===== src/rtl/byte_word_packer.sv =====
// byte_word_packer: packs accepted bytes MSB-first into 32-bit words with
// valid/ready on both sides and partial-word flush. Define WORD_MAX_EN to track per-word max byte.
module byte_word_packer #(
  parameter logic [7:0] PAD_BYTE = 8'h00
) (
  input  logic        clk,
  input  logic        rst,
  input  logic [7:0]  in_data,
  input  logic        in_valid,
  input  logic        in_last,
  output logic        in_ready,
  output logic [31:0] out_data,
  output logic [2:0]  out_nbytes,
  output logic        out_valid,
  input  logic        out_ready,
  output logic [7:0]  out_max
);

  logic [1:0]  count;
  logic [23:0] staging;
  logic        byte_acc;
  logic        word_acc;
  logic        complete;
  logic [31:0] word_next;

  // The output slot frees up in the same cycle the consumer takes the word.
  assign in_ready = ~out_valid | out_ready;
  assign byte_acc = in_valid & in_ready;
  assign word_acc = out_valid & out_ready;
  assign complete = byte_acc & (in_last | (count == 2'd3));

  // NOTE: every comb output gets a value on every path (or a default first) so no latch is inferred.
  always_comb begin
    word_next[31:24] = (count == 2'd0) ? in_data : staging[23:16];
    word_next[23:16] = (count == 2'd1) ? in_data :
                       (count >  2'd1) ? staging[15:8] : PAD_BYTE;
    word_next[15:8]  = (count == 2'd2) ? in_data :
                       (count >  2'd2) ? staging[7:0]  : PAD_BYTE;
    word_next[7:0]   = (count == 2'd3) ? in_data : PAD_BYTE;
  end

  // NOTE: state registers use non-blocking assignments so every flop samples pre-edge values.
  always_ff @(posedge clk) begin
    if (rst) begin
      count      <= 2'd0;
      staging    <= 24'h0;
      out_data   <= 32'h0;
      out_nbytes <= 3'd0;
      out_valid  <= 1'b0;
    end else if (complete) begin
      out_data   <= word_next;
      out_nbytes <= {1'b0, count} + 3'd1;
      out_valid  <= 1'b1;
      count      <= 2'd0;
      staging    <= 24'h0;
    end else begin
      if (byte_acc) begin
        case (count)
          2'd0:    staging[23:16] <= in_data;
          2'd1:    staging[15:8]  <= in_data;
          default: staging[7:0]   <= in_data;
        endcase
        count <= count + 2'd1;
      end
      if (word_acc) out_valid <= 1'b0;
    end
  end

`ifdef WORD_MAX_EN
  logic [7:0] run_max;
  logic [7:0] max_next;

  // The first byte of a word loads directly so the previous word's max never leaks in.
  assign max_next = (count == 2'd0 || in_data > run_max) ? in_data : run_max;

  always_ff @(posedge clk) begin
    if (rst) begin
      run_max <= 8'h0;
      out_max <= 8'h0;
    end else if (complete) begin
      run_max <= 8'h0;
      out_max <= max_next;
    end else if (byte_acc) begin
      run_max <= max_next;
    end
  end
`else
  assign out_max = 8'h00;
`endif

endmodule


===== config.mk =====
export PLATFORM = sky130hd
export DESIGN_NAME = byte_word_packer
export DESIGN_NICKNAME = d
export VERILOG_FILES = /design/src/rtl/byte_word_packer.sv
export SDC_FILE = /design/constraint.sdc
export NUM_CORES = 1
export LEC_CHECK = 0
export ABC_CLOCK_PERIOD_IN_PS = 3920
export CAP_MARGIN = 20
export CELL_PAD_IN_SITES_DETAIL_PLACEMENT = 0
export CELL_PAD_IN_SITES_GLOBAL_PLACEMENT = 1
export CORE_UTILIZATION = 41
export CTS_CLUSTER_SIZE = 10
export DETAILED_ROUTE_END_ITERATION = 7
export GPL_ROUTABILITY_DRIVEN = 0
export PLACE_DENSITY = 0.82
export SKIP_CTS_REPAIR_TIMING = 1
export SYNTH_ARGS = -nofsm -noshare
export SYNTH_HDL_FRONTEND = slang
export SYNTH_SLANG_ARGS = --single-unit

===== constraint.sdc =====
create_clock -name clk -period 3.92 [get_ports clk]
set_input_delay 0.392 -clock clk [delete_from_list [all_inputs] [get_ports clk]]
set_output_delay 0.392 -clock clk [all_outputs]
set_load 0.02 [all_outputs]

After elaboration in Yosys (flattened, before gate mapping)
Index checks and enable logic that the tools add are counted.

Logic and storage cells: 35. Flip-flop bits (word level): 62. Output and inout port bits: 45.

$lt $le $gt $ge: 2. Reductions and logical operators: 6. Multiplexer cells: 8. Add/subtract/negate cells: 2. Equality and inequality tests: 3. Bitwise logic cells: 7.

Operators by type and width (count): $mux W8 (6); $eq A2 B2 Y1 const B (2); $reduce_and A2 Y1 (2); $reduce_or A2 Y1 (2); $add A2 B1 Y3 const B (1); $and A1 B1 Y1 (3); $add A2 B1 Y2 const B (1); $eq A2 B1 Y1 const B (1); $gt A2 B1 Y1 const B (1); $gt A2 B2 Y1 const B (1); $logic_not A2 Y1 (1); $mux W1 (2); $not A1 Y1 (2); $or A1 B1 Y1 (2); $reduce_bool A2 Y1 (1).

Depth between registers and ports, before layout
Depth in word-level cells: 5. Depth in mapped cells: 7. Depth with buffers taken out: 5.

Worst setup path after synthesis
OpenSTA, ideal clock, no wires.

Kind: register -> register. From: register count[1]. To: register out_data[16]. Period minus slack after synthesis: 1.654 ns. Path buffers: 2. Path slack: 2.266 ns. Setup time: 0.070 ns. Arrival: 1.584 ns. Stages on the path, launching flop included: 7. Cells stage by stage: dfxtp_1 ha_1 or2_2 buf_6 buf_2 a311oi_1 o21bai_1.

Longest elaborated chain between the ends: 3. Elaborated cells on any way between the ends: 7.

RTL lines: start, declared (line 19) `logic [1:0] count;`; start signal, assigned (line 63) `count <= count + 2'd1;`; $gt A2 B1 Y1 or $eq A2 B2 Y1 (tied branches) (line 36, 30); $mux W8 or $or A1 B1 Y1 (tied branches) (line 36, 30); $mux W8 or $and A1 B1 Y1 (tied branches) (line 35, 30); end signal, assigned (line 51) `out_data <= word_next;`; end, declared (line 12) `output logic [31:0] out_data,`.

Several ways; a longest one is shown, not always the timed one. A chain may end at the register's enable or synchronous reset.

Final worst setup path
From: input in_valid. To: register out_data[15].

Longest elaborated chain between the ends: 2.

RTL lines: start, declared (line 9) `input logic in_valid,`; $and A1 B1 Y1 (line 28) `assign byte_acc = in_valid & in_ready;`; $and A1 B1 Y1 (line 30) `assign complete = byte_acc & (in_last | (count == 2'd3));`.

Every way passes these cells.

==> impl_metrics.env <==
export IMPL_status="finished, final reports clean"
export IMPL_arrival_ns=2.59
export IMPL_die_h_um=85.4
export IMPL_p_int_mw=1.13
export IMPL_antenna_found_initial=0
export IMPL_io_pins=58
export IMPL_routed_wl_um=6940
export IMPL_leakagePower_nw=1.25
export IMPL_nets=363
export IMPL_fmax_ghz=0.429
export IMPL_netlist_area_leader_share_pct=43.5
export IMPL_maxSlewHeadroom_pct=36.5
export IMPL_seq_area_frac_synth_pct=43.5
export IMPL_areaGrowthSynthToFinish_pct=23.7
export IMPL_grt_pass1_vias=2182
export IMPL_setup_worst_path_start_class="primary input"
export IMPL_synth_largest_area_cell="dfxtp_1"
export IMPL_p_seq_share_pct=43.9
export IMPL_num_rows=30
export IMPL_grt_ovfl_total=0
export IMPL_cts_buffer_depth=2
export IMPL_hold_class="reg2reg"
export IMPL_cts_made_buffers=9
export IMPL_fin_tns_setup_ns=0
export IMPL_dp_slack_ns=1.21
export IMPL_route_vias_total=2401
export IMPL_drc=0
export IMPL_fin_ws_ns=1.59
export IMPL_synth_seq_cells=62
export IMPL_powerDensity_nw_per_um2=424
export IMPL_viasPerCell=5.57
export IMPL_period_minus_slack_ns=2.33
export IMPL_drt_iter0_drc=135
export IMPL_final_layout_size_suffix_gt1_share_pct=7.98
export IMPL_ant_nets=0
export IMPL_worst_slew_pin_slew_ns=0.953
export IMPL_fin_crit_sh_pct=59.5
export IMPL_core_area_um2=6760
export IMPL_wl_per_cell_um=16.1
export IMPL_clkPwrFrac_pct=45.1
export IMPL_p_switching_mw=0.369
export IMPL_grt_max_degree=40
export IMPL_root_buffer="clkbuf_8"
export IMPL_n_antenna_cell=0
export IMPL_critPathKind="in2reg"
export IMPL_synth_edff_count=0
export IMPL_synth_area_top_cells="dfxtp_1 44%, a21oi_1 4.9%, a311oi_1 4.9%"
export IMPL_peakVddDrop_mv=0.186
export IMPL_end_kind="flip-flop"
export IMPL_h_tree_depth=3
export IMPL_cap_violations=0
export IMPL_clock_sinks=62
export IMPL_slew_violations=0
export IMPL_syn_area_per_cell_um2=9.17
export IMPL_grt_use_total_pct=19.8
export IMPL_hpwl_um=4340
export IMPL_cp_max_fo=29
export IMPL_ys_types=35
export IMPL_p_comb_share_pct=10.9
export IMPL_ys_flop_type="dfxtp_1"
export IMPL_clk_pin_slew_ns=0.07
export IMPL_ys_warn_count=0
export IMPL_port_buffers=49
export IMPL_die_area_um2=7290
export IMPL_start_util_pct=42.2
export IMPL_p_sw_share_pct=24.7
export IMPL_synthArstFlopShare_pct=0
export IMPL_setup_violations=0
export IMPL_mostFrequentLayoutCells="62 x dfxtp_1, 49 x clkdlybuf4s50_1, 28 x a21oi_1"
export IMPL_syn_area_um2=2850
export IMPL_rsz0062_at_grt="false"
export IMPL_power_mw=1.49
export IMPL_insertion_delay_ns=0.35
export IMPL_die_w_um=85.4
export IMPL_cts_tree="yes"
export IMPL_cp_required_ns=4.18
export IMPL_grt_pass1_wl_um=11100
export IMPL_layout_commonest_cell="dfxtp_1"
export IMPL_hold_viol_final=0
export IMPL_clock_skew_ns=0.00980
export IMPL_syn_inst=311
export IMPL_firstDrtPassIters=4
through the flow:
step	cell area [µm²]	cells	utilization, %	hold slack (ns)
3_3_place_gp	3290	415	48.7	0.445
3_5_place_dp	3290	415	48.7	0.453
6_report	3530	431	52.2	0.466
5_1_grt	3530	431	52.2	0.487
4_1_cts	3530	431	52.2	0.470
2_1_floorplan	2880	318	-	0.446
flip-flops by register name, summed over array words and instances, names as in the netlist:
signal      count
out_nbytes      3
out_valid       1
staging        24
count           2
out_data       32
Yosys cell counts, types with 3 or more instances:
cell type / number
buf_1: 3
clkbuf_1: 12
dfxtp_1: 62
nand2_1: 10
o31a_1: 8
a22o_1: 8
o21bai_1: 16
inv_1: 27
o21ai_0: 18
mux2i_1: 8
a311oi_1: 16
a21oi_1: 28
buf_4: 8
o2bb2ai_1: 9
ha_1: 4
buf_2: 9
and3b_1: 8
nand3_1: 18
o32ai_1: 8
nand2b_1: 8
nor2_1: 3
buf_6: 4
area by class of cell:
type | instances | area [µm²]
Tap cell | 80 | 100
Fill cell | 669 | 3230
Sequential cell | 62 | 1240
Clock buffer | 9 | 124
Multi-Input combinational cell | 191 | 1320
Clock inverter | 7 | 113
Timing Repair Buffer | 53 | 520
Inverter | 29 | 109
power groups by stage:
stage	logic (mW)	clock network [mW]	registers, mW
final	0.163	0.675	0.657
after global routing	0.178	0.712	0.659
after CTS	0.164	0.687	0.657
after detailed placement	0.163	0	0.671
after global placement	0.162	0	0.671
after floorplan	0.105	0	0.679
critical path, cell delays in order:
cell and delay, ns:
clkdlybuf4s50_1 0.47, buf_4 0.32, inv_2 0.11, or4_1 0.98
o21bai_1 0.30
kinds of logic after synthesis:
kind of cell,count (synthesis),share of synthesized area (%)
compound gates,116,29.5
fa+ha+maj,4,1.76
buf+inv,65,11.1
flops,62,43.5
mux,8,2.81
other cells,1,0.132
simple gates,55,11.2
final timing paths:
| path | to | cells past startpoint | start | slack (ns) |
|---|---|---|---|---|
| setup / recovery | out_data[15] | 5 | in_valid | 1.59 |
| setup reg to reg | out_data[15] | 4 | count[1] | 1.78 |
| hold reg to reg | out_data[30] | 1 | out_data[30] | 0.47 |
| hold / removal | out_data[30] | 1 | out_data[30] | 0.47 |
per-layer routing:
metal	GRT usage [%]	up-vias	part of all wire, %
li1	-	1178	-
met2	30.1	56	45
met3	3.79	10	6.0
met1	27.4	1157	47
met5	0	-	0
met4	9.09	0	1.6
No activity file was read; power rests on OpenSTA's default activity.
